==> src/rtl/lru_arbiter.sv <==
// Four-way least-recently-granted arbiter with a live LRU order export.
// Optional grant timeout/preemption is enabled with `define LRU_ARB_TIMEOUT_EN.
module lru_arbiter #(
  parameter int MAX_HOLD = 8
) (
  input  logic       clk,
  input  logic       rst,
  input  logic [3:0] req,
  output logic [3:0] gnt,
  output logic [1:0] gnt_id,
  output logic       busy,
  output logic [7:0] lru_order,
  output logic       preempt
);

  typedef enum logic [1:0] {
    IDLE    = 2'd0,
    GRANT   = 2'd1,
    RELEASE = 2'd2
  } state_e;

  state_e     state_q, state_d;
  logic [3:0] gnt_q, gnt_d;
  logic [1:0] gnt_id_q, gnt_id_d;
  logic       busy_q, busy_d;
  logic [7:0] lru_q, lru_d;

  logic       win_found_s;
  logic [1:0] win_id_s;
  logic [1:0] win_slot_s;
  logic [7:0] lru_upd_s;

  if (MAX_HOLD < 2) begin : g_bad_max_hold
    $error("lru_arbiter: MAX_HOLD must be at least 2");
  end

`ifdef LRU_ARB_TIMEOUT_EN
  localparam int HW = $clog2(MAX_HOLD + 1);
  logic [HW-1:0] hold_q, hold_d;
  logic          preempt_q, preempt_d;
  logic          others_s;

  assign others_s = |(req & ~gnt_q);
`endif

  // Winner search: walk slots from most to least recent so the lowest hit survives.
  always_comb begin
    logic       hit;
    logic [1:0] id;
    win_found_s = 1'b0;
    win_id_s    = 2'd0;
    win_slot_s  = 2'd0;
    for (int s = 3; s >= 0; s--) begin
      id          = lru_q[2*s +: 2];
      hit         = req[id];
      win_found_s = win_found_s | hit;
      win_id_s    = hit ? id : win_id_s;
      win_slot_s  = hit ? 2'(s) : win_slot_s;
    end
  end

  // Order after a grant: winner to slot 3, later slots slide down by one.
  always_comb begin
    lru_upd_s = 8'h00;
    for (int s = 0; s < 3; s++) begin
      lru_upd_s[2*s +: 2] = (2'(s) < win_slot_s) ? lru_q[2*s +: 2] : lru_q[2*s+2 +: 2];
    end
    lru_upd_s[7:6] = win_id_s;
  end

  // Next-state and registered-output decode.
  always_comb begin
    state_d  = state_q;
    gnt_d    = gnt_q;
    gnt_id_d = gnt_id_q;
    busy_d   = busy_q;
    lru_d    = lru_q;
`ifdef LRU_ARB_TIMEOUT_EN
    hold_d    = hold_q;
    preempt_d = 1'b0;
`endif
    case (state_q)
      IDLE: begin
        if (win_found_s) begin
          state_d  = GRANT;
          gnt_d    = 4'b0001 << win_id_s;
          gnt_id_d = win_id_s;
          busy_d   = 1'b1;
          lru_d    = lru_upd_s;
`ifdef LRU_ARB_TIMEOUT_EN
          hold_d   = {HW{1'b0}};
`endif
        end else begin
          busy_d = 1'b0;
        end
      end
      GRANT: begin
        if (!req[gnt_id_q]) begin
          state_d  = RELEASE;
          gnt_d    = 4'b0000;
          gnt_id_d = 2'd0;
          busy_d   = 1'b1;
`ifdef LRU_ARB_TIMEOUT_EN
        end else if ((hold_q >= HW'(MAX_HOLD - 1)) && others_s) begin
          state_d   = RELEASE;
          gnt_d     = 4'b0000;
          gnt_id_d  = 2'd0;
          busy_d    = 1'b1;
          preempt_d = 1'b1;
        end else begin
          // Saturate so a late competitor still sees the expiry condition.
          hold_d = (hold_q >= HW'(MAX_HOLD - 1)) ? hold_q : hold_q + HW'(1);
        end
`else
        end else begin
          busy_d = 1'b1;
        end
`endif
      end
      RELEASE: begin
        state_d = IDLE;
        busy_d  = 1'b0;
      end
      default: begin
        state_d  = IDLE;
        gnt_d    = 4'b0000;
        gnt_id_d = 2'd0;
        busy_d   = 1'b0;
        lru_d    = 8'hE4;
      end
    endcase
  end

  // State and output registers.
  always_ff @(posedge clk or posedge rst) begin
    if (rst) begin
      state_q  <= IDLE;
      gnt_q    <= 4'b0000;
      gnt_id_q <= 2'd0;
      busy_q   <= 1'b0;
      lru_q    <= 8'hE4;
    end else begin
      state_q  <= state_d;
      gnt_q    <= gnt_d;
      gnt_id_q <= gnt_id_d;
      busy_q   <= busy_d;
      lru_q    <= lru_d;
    end
  end

`ifdef LRU_ARB_TIMEOUT_EN
  // Hold counter and preempt pulse registers.
  always_ff @(posedge clk or posedge rst) begin
    if (rst) begin
      hold_q    <= {HW{1'b0}};
      preempt_q <= 1'b0;
    end else begin
      hold_q    <= hold_d;
      preempt_q <= preempt_d;
    end
  end

  assign preempt = preempt_q;
`else
  assign preempt = 1'b0;
`endif

  assign gnt       = gnt_q;
  assign gnt_id    = gnt_id_q;
  assign busy      = busy_q;
  assign lru_order = lru_q;

endmodule
==> config.mk <==
export PLATFORM = sky130hd
export DESIGN_NAME = lru_arbiter
export DESIGN_NICKNAME = d
export VERILOG_FILES = /design/src/rtl/lru_arbiter.sv
export SDC_FILE = /design/constraint.sdc
export NUM_CORES = 1
export LEC_CHECK = 0
export CAP_MARGIN = 5
export CELL_PAD_IN_SITES_DETAIL_PLACEMENT = 0
export CELL_PAD_IN_SITES_GLOBAL_PLACEMENT = 1
export CORE_AREA = 4 4 58 60
export CTS_BUF_LIST = sky130_fd_sc_hd__clkbuf_8
export DETAILED_ROUTE_END_ITERATION = 10
export DIE_AREA = 0 0 62 64
export GPL_ROUTABILITY_DRIVEN = 1
export MAX_ROUTING_LAYER = met4
export PLACE_DENSITY_LB_ADDON = 0.25
export SETUP_SLACK_MARGIN = 0.5
export SYNTH_ARGS = -nofsm -noshare
export SYNTH_HDL_FRONTEND = slang
export SYNTH_SLANG_ARGS = --single-unit
==> constraint.sdc <==
create_clock -name clk -period 3.1 [get_ports clk]
set_input_delay 0.62 -clock clk [delete_from_list [all_inputs] [get_ports clk]]
set_output_delay 0.62 -clock clk [all_outputs]
set_load 0.01 [all_outputs]
# Word-level counts from Yosys, hierarchy flattened
# Index checks and enable logic that the tools add are counted.
[word_totals]
ff_bits = 17
input_bits = 6
out_inout_bits = 16
wordCells = 71
[classes]
n_lt_le_gt_ge = 8
n_eq_ne = 7
shifts = 1
muxes = 34
bitwise = 5
n_reduce_logical = 8
[ops]
columns = ["op", "count"]
rows = [
  ["$mux 2", 15],
  ["$pmux 8 s2", 1],
  ["$lt 2x3->1 const B", 5],
  ["$pmux 4 s3", 1],
  ["$reduce_and 3->1", 4],
  ["$bmux 1 s2", 5],
  ["$ne 2x2->1 const B", 5],
  ["$mux 4", 2],
  ["$mux 8", 1],
  ["$mux 1", 6],
  ["$pmux 2 s3", 1],
  ["$lt 1x2->1 const A", 2],
  ["$pmux 2 s2", 1],
  ["$reduce_and 2->1", 2],
  ["$shl 1x2->4 const A", 1],
  ["$or 1x1->1", 3],
  ["$eq 2x1->1 const B", 1],
  ["$eq 2x2->1 const B", 1],
  ["$logic_not 2->1", 1],
  ["$lt 2x2->1 const A", 1],
  ["$not 1->1", 2],
  ["$pmux 1 s2", 1],
  ["$reduce_or 2->1", 1],
]

# Logic depth before layout (Yosys ltp)
# Gate-level depths: netlist (run 1).
[depth]
ltp_word = 10
ltp_mapped = 6
mapped_depth_nobuf = 6

# Least setup slack after synthesis (run 1)
# OpenSTA, ideal clock, no wires.
[synth_timing]
kind = "reg-to-reg"
from = "reg lru_q[2], in the netlist lru_order[2]"
to = "reg state_q[1]"
setup_time_ns = 0.121
arrival_time_ns = 2.162
slack_ns = 0.817
stages_incl_launch_ff = 7
n_path_buf = 1
cell_sequence = "dfstp_2 > buf_2 > mux4_2 > or4_4 > nor2_4 > a21oi_1 > o22a_1"
[synth_via]
elab_chain_len = 6
[synth_rtl]
columns = ["item", "line_no", "source"]
rows = [
  ["start, declared", "26", "logic [7:0] lru_q, lru_d;"],
  ["start signal, assigned", "147", "lru_q <= lru_d;"],
  ["$bmux 1 s2", "55", "hit = req[id];"],
  ["$mux 1 (implied by the code)", "55", ""],
  ["$or 1x1->1 (2 in a row)", "56", "win_found_s = win_found_s | hit;"],
  ["$ne 2x2->1 (no line)", "-", ""],
  ["$reduce_and 2->1 (no line)", "-", ""],
  ["end signal, assigned", "143", "state_q <= state_d;"],
  ["end, declared", "22", "state_e state_q, state_d;"],
]
# Every way passes these cells. The select of a mux whose other input is x is not followed.
# A chain may end at the register's enable or synchronous reset.

# Final worst setup path (run 1)
[layout_timing]
from = "reg lru_q[2], in the netlist lru_order[2]"
to = "reg lru_q[7], in the netlist lru_order[7]"
[layout_via]
elab_chain_len = 6
[layout_rtl]
columns = ["item", "line_no"]
rows = [
  ["$bmux 1 s2 (*)", "55"],
  ["$mux 1 (implied by the code) (*)", "55"],
  ["$mux 2 / $or 1x1->1 (equally long branches) (2 in a row)", "57, 56"],
  ["$mux 8 / $ne 2x2->1 (equally long branches)", "-"],
  ["$pmux 8 s2 / $reduce_and 2->1 (equally long branches)", "-"],
]
# Every way passes the cells marked *; elsewhere a longest branch is shown, timed or not. The select of a mux whose other input is x is not followed.

==> results of run 1 <==
-- metrics by stage --
stage	util (%)	worst slack (ps)
after floorplan	-	817.3
after global placement	45.60	267.3
after detailed placement	45.60	250.0
after CTS	47.18	515.8
after global routing	47.95	730.7
final	47.95	827.5
-- area by class of cell --
type                            count  area, um^2  area share, %
Clock inverter                      1       5.005         0.3565
Timing Repair Buffer               21       217.7          15.51
Clock buffer                        3       41.29          2.941
Tap cell                           33       41.29          2.941
Multi-Input combinational cell     82       649.4          46.26
Sequential cell                    17       430.4          30.66
Inverter                            5       18.77          1.337
-- layer usage --
layer | track usage (%) | wire length, um | up-vias
met1 | 19.75 | 1211 | 462
met3 | 3.030 | 72 | 2
li1 | - | - | 447
met5 | - | 0 | -
met4 | 4.775 | 24 | 0
met2 | 20.34 | 1229 | 11
-- power by group --
group	leakage (uW)	switching [uW]	total (uW)	internal, uW
logic	0.000357	439	865	426
registers	0.000212	124	456	332
clock network	0.0000255	77.5	167	89.1
total	0.000594	641	1490	848
-- flip-flops by register name (all words and copies together) (netlist names) --
name	count
gnt_id	2
lru_order	8
state_q	2
busy	1
gnt	4
-- cell usage in the layout (no fill, tap or decap), types with 2 or more instances in the layout --
master and n:
mux2_2 3, dfstp_2 4, nor2b_1 2, dfrtp_1 13, clkbuf_8 3, a22o_1 3, dlymetal6s2s_1 4, nand2b_1 2
mux4_2 5, mux2i_1 6, clkdlybuf4s50_1 16, nor2_1 6, o21ai_0 4, o31ai_1 5, a21oi_1 7, o32a_1 2
nand2_1 13, ha_1 3, inv_1 5, o21ai_1 2, a22oi_1 4
-- cell families (layout without fill, tap and decap cells) --
kind of cell             after synthesis  after routing  share of synthesized area, %
AO/OA/AOI/OAI                         35             35                         21.86
other                                  1              1                        0.3308
buffers and inverters                 11             30                         5.188
AND/OR/NAND/NOR                       29             29                         13.13
multiplexers                          14             14                         18.21
adder cells (fa/ha/maj)                3              3                         3.312
flip-flops                            17             17                         37.97
-- worst max-delay path: stages (launching register included) --
cell,delay (ps)
dfstp_2,620
mux4_2,560
or4_4,620
nor2_4,120
nor2_1,60
o32a_1,200
-- what timing repair did --
item                                    4_1_cts  5_1_grt
hold endpoints to repair                      0        0
gates resized for setup                       0        5
endpoints found under the setup margin        0        9
setup buffers                                 0        1
-- worst max path at each step --
stage               slack, ps            to  depth (start not counted)    startpoint
floorplan                 820    state_q[1]                          6  lru_order[2]
global placement          270  lru_order[7]                          6        req[3]
detailed placement        250  lru_order[7]                          6        req[3]
CTS                       520  lru_order[7]                          6        req[3]
global route              730        gnt[2]                          5  lru_order[2]
finish                    830  lru_order[7]                          5  lru_order[2]
-- cell usage after synthesis (all sizes together) (2+ instances only) --
library cell,n,area share [%]
mux2,3,3.0
clkbuf,2,0.99
inv,5,1.7
a22oi,4,2.6
mux4,5,9.9
dfstp,4,9.3
a21oi,7,3.1
o32a,2,1.8
nand2b,2,1.1
buf,4,2.5
dfrtp,13,29
o31ai,6,4.0
mux2i,6,5.3
a22o,3,2.3
nor2,7,3.0
ha,3,3.3
nand2,13,4.3
nor2b,2,1.1
o21ai,7,4.1
==> results.md, run 1 <==
* Status: finished clean
* Post-Syn Area per Cell at 10.31 um^2
* Final period util at 73.31%
* Fmax at 0.4400 GHz
* Initial Util at 38.72%
* CP Class: register to register
* Initial antenna violation count at 0
* Synth unique cells at 37
* Slew HR at 57.07%
* Worst Path Max Fanout at 7
* Detailed-route via count at 922
* Placed cells at 157
* Setup TNS at 0 ps
* Yosys reg bits at 17
* IO Pins at 22
* Worst clock skew at 3.419 ps
* Clock Pin Slew Worst Setup and Hold Paths at 70 ps
* Worst Setup End Kind: register
* Synthesized net count at 119
* Vias in the first global route at 861
* Hold WC Path Type: register to register
* Diodes inserted at 0
* Initial DRC count at 20
* Buffers on Ports at 20
* Core area at 2928 um^2
* CTS max path bufs at 2
* CP arrival at 2450 ps
* Via-per-instance ratio at 5.691
* Post-synth EDFFs at 0
* Startpoint types: register
* Hold Fails Final Rpt at 0
* # DRC at 0
* Routed Antenna Nets at 0
* Most used DFF post-synth: dfrtp_1
* Clock sinks at 17
* Max_cap viols at 0
* PwrDens at 1060 nW/um^2
* YS warnings at 0
* Hold_sp: gnt[0]
* Slack of the worst reg-to-reg path at 830 ps
* First-pass DRT Iterations at 4
* Chip Height at 64 um
* Global Route Usage Sum at 14.20%
* Clk_lat worst skew at 250 ps
* Cells on worst reg2reg path at 5
* RR Startpoint: lru_order[2]
* Hold Path End: gnt[0]
* Final HPWL DP at 1907 um
* First-pass GRT wire length at 4084 um
* Share of cells above drive strength 1 at 17.05%
* Asr flop ratio synth at 100.0%
* Fin crit period at 2273 ps
* RD Place Congestion at 0.7959
* P&R area growth vs syn at 23.84%
* Hold_ws at 475.9 ps
* FILL cells at 279
* Final nets at 139
* Hold-fix buffer count after cts at 0
* Placed cell areas at 1335 um^2
* Total gr overflow at 0
* Hold depth at 2
* Root Buffer: clkbuf_8
* Worst IR Drop VDD at 0.6187 mV
* Post-DR wirelength/cell at 15.67 um
* Row cnt at 20
* Final Instance Area at 1404 um^2
* Lkg Pwr at 0.0005943 uW
* Total power at 1488 uW
* Slew @ Worst Pin at 643.3 ps
* Post-Route WL at 2538 um
* TritonCTS clock tree: done
* Syn Inst Count at 110
* Critical R2R Capture: lru_order[7]
* Register area share after synthesis at 37.97%
* RSZ-0062 raised after global routing: no
* Fin cells at 162
* H-tree depth at 1
* TritonCTS Buffers at 3
* Total Die Area at 3968 um^2
* Critical Path RT at 3270 ps
* Die width at 62 um
* Cell area after synthesis at 1134 um^2
* Largest net degree at the start of global routing at 18
* Setup violators final at 0
* Pins Over Slew Limit at 0
(Power assumes the default switching activity.)
==> run 2, diff against run 1 <==
- clock period: 3.1 -> 2.1 ns (I/O delays scaled with it)
==> results.md, run 2 (synthesized netlist as in run 1, its figures left out) <==
* Pins Over Slew Limit at 0 (unchanged)
* Slew HR at 54.63% (-2.4 points)
* Via-per-instance ratio at 5.614 (-1.4%)
* Root Buffer: clkbuf_8
* Most frequent cells in the layout: buf_4, nand2_1, dfrtp_1
* Final period util at 100.7% (+27 points)
* Clock sinks at 17 (unchanged)
* Vias in the first global route at 1064 (+24%)
* RD Place Congestion at 0.8337 (+4.7%)
* Total Die Area at 3968 um^2 (unchanged)
* RSZ-0062 raised after global routing: yes
* Fmax at 0.4727 GHz (+7.4%)
* Hold WC Path Type: register to register
* PwrDens at 1546 nW/um^2 (+46%)
* Final HPWL DP at 2324 um (+22%)
* Largest net degree at the start of global routing at 18 (unchanged)
* Failing checks: setup timing
* Detailed-route via count at 1033 (+12%)
* Worst IR Drop VDD at 1.075 mV (+74%)
* Startpoint types: register
* Setup TNS at -19.97 ps (-19.97 ps)
* Core area at 2928 um^2 (unchanged)
* First-pass GRT wire length at 5043 um (+23%)
* Slew @ Worst Pin at 679.8 ps (+36.54 ps)
* IO Pins at 22 (unchanged)
* Lkg Pwr at 0.0007554 uW (+27%)
* Critical Path RT at 2260 ps (-1010 ps)
* Setup violators final at 3 (+3)
* Initial antenna violation count at 0 (unchanged)
* Status: finished, violations left
* Routed Antenna Nets at 0 (unchanged)
* Initial Util at 38.72% (unchanged)
* Commonest non-fill, non-tap cell in the layout: buf_4
* Clk_lat worst skew at 250 ps (about the same)
* First-pass DRT Iterations at 4 (unchanged)
* Setup Slack @ Placement at -427.7 ps (-677.8 ps)
* Post-DR wirelength/cell at 16.57 um (+5.8%)
* Die width at 62 um (unchanged)
* Diodes inserted at 0 (unchanged)
* Final nets at 161 (+16%)
* Max_cap viols at 0 (unchanged)
* Layout Utilization at 55.21% (+7.3 points)
* CTS max path bufs at 2 (unchanged)
* Max reg flops at 8 (unchanged)
* Initial DRC count at 30 (+50%)
* Worst Path Max Fanout at 6 (-1)
* Clock Pin Slew Worst Setup and Hold Paths at 70 ps (about the same)
* Hold Fails Final Rpt at 0 (unchanged)
* Worst clock skew at 2.289 ps (-1.130 ps)
* Share of cells above drive strength 1 at 36.42% (+19 points)
* TritonCTS clock tree: done
* Worst setup margin at -15.62 ps (-843.1 ps)
* Post-Route WL at 3049 um (+20%)
* CP arrival at 2280 ps (-170 ps)
* Total gr overflow at 0 (unchanged)
* Buffers on Ports at 20 (unchanged)
* Global Route Usage Sum at 17.15% (+3.0 points)
* CP Class: register to register
* H-tree depth at 1 (unchanged)
* Row cnt at 20 (unchanged)
* Worst Setup End Kind: register
* TritonCTS Buffers at 3 (unchanged)
* Fin crit period at 2116 ps (-156.9 ps)
* # DRC at 0 (unchanged)
* P&R area growth vs syn at 42.60%
* Chip Height at 64 um (unchanged)
run 2: cell types whose count changed in the layout (fill, tap and decap cells not counted), sizes merged:
cell           delta
dlygate4sd2       +9
clkdlybuf4s15     +2
clkbuf            +1
buf              +23
clkdlybuf4s50    -12
dlymetal6s2s      -1
run 2: power by group:
group	switching [uW]	internal (uW)	total (uW)
Combinational	846	812	1660
Clock	113	132	244
Sequential	106	491	597
run 2: critical path, cell delays in order, from the launching register on:
cell and delay (ps):
dfstp_2 550, mux4_2 520, or4_4 560, o21ai_4 230, nand2_1 90, o31ai_1 60
run 2: area by class of cell:
cell class                 instances  area (um^2)
inverter                           5        18.77
fill                             276         1311
timing repair buffer              43        394.1
sequential                        17        431.7
tap                               33        41.29
clock inverter                     1        5.005
multi-input combinational         82        684.4
clock buffer                       3        41.29
run 2: final timing paths:
kind                              start      endpoint  slack, ps  cells past startpoint
setup / recovery           lru_order[2]        gnt[2]        -20                      5
hold / removal                   gnt[3]        gnt[3]        480                      2
setup reg to reg           lru_order[2]        gnt[2]        -20                      5
hold reg to reg                  gnt[3]        gnt[3]        480                      2
max in group asynchronous           rst  lru_order[4]       1050                      2
min in group asynchronous           rst          busy        570                      2
run 2: stage by stage:
step                      cell area (um^2)  std cells  total power (uW)  hold slack [ps]
after global placement                1485        177              2121            471.6
after CTS                             1587        184              2475            490.9
after global routing                  1617        184              2679            514.0
after detailed placement              1485        177              2152            472.5
final                                 1617        184              2499            479.0
after floorplan                       1140        110              1544            343.2
run 2: layer usage:
layer | vias to the layer above | GRT usage (%) | share of wire, %
li1 | 492 | - | -
met2 | 19 | 26.42 | 50
met3 | 4 | 2.424 | 3.0
met1 | 518 | 24.02 | 47
met5 | - | - | 0
met4 | 0 | 3.183 | 0.69
run 2: what timing repair did:
action,CTS,global route
setup buffers,3,0
gates resized for setup,32,12
pin swaps,7,5
hold buffers,0,0
setup endpoints to repair,27,25
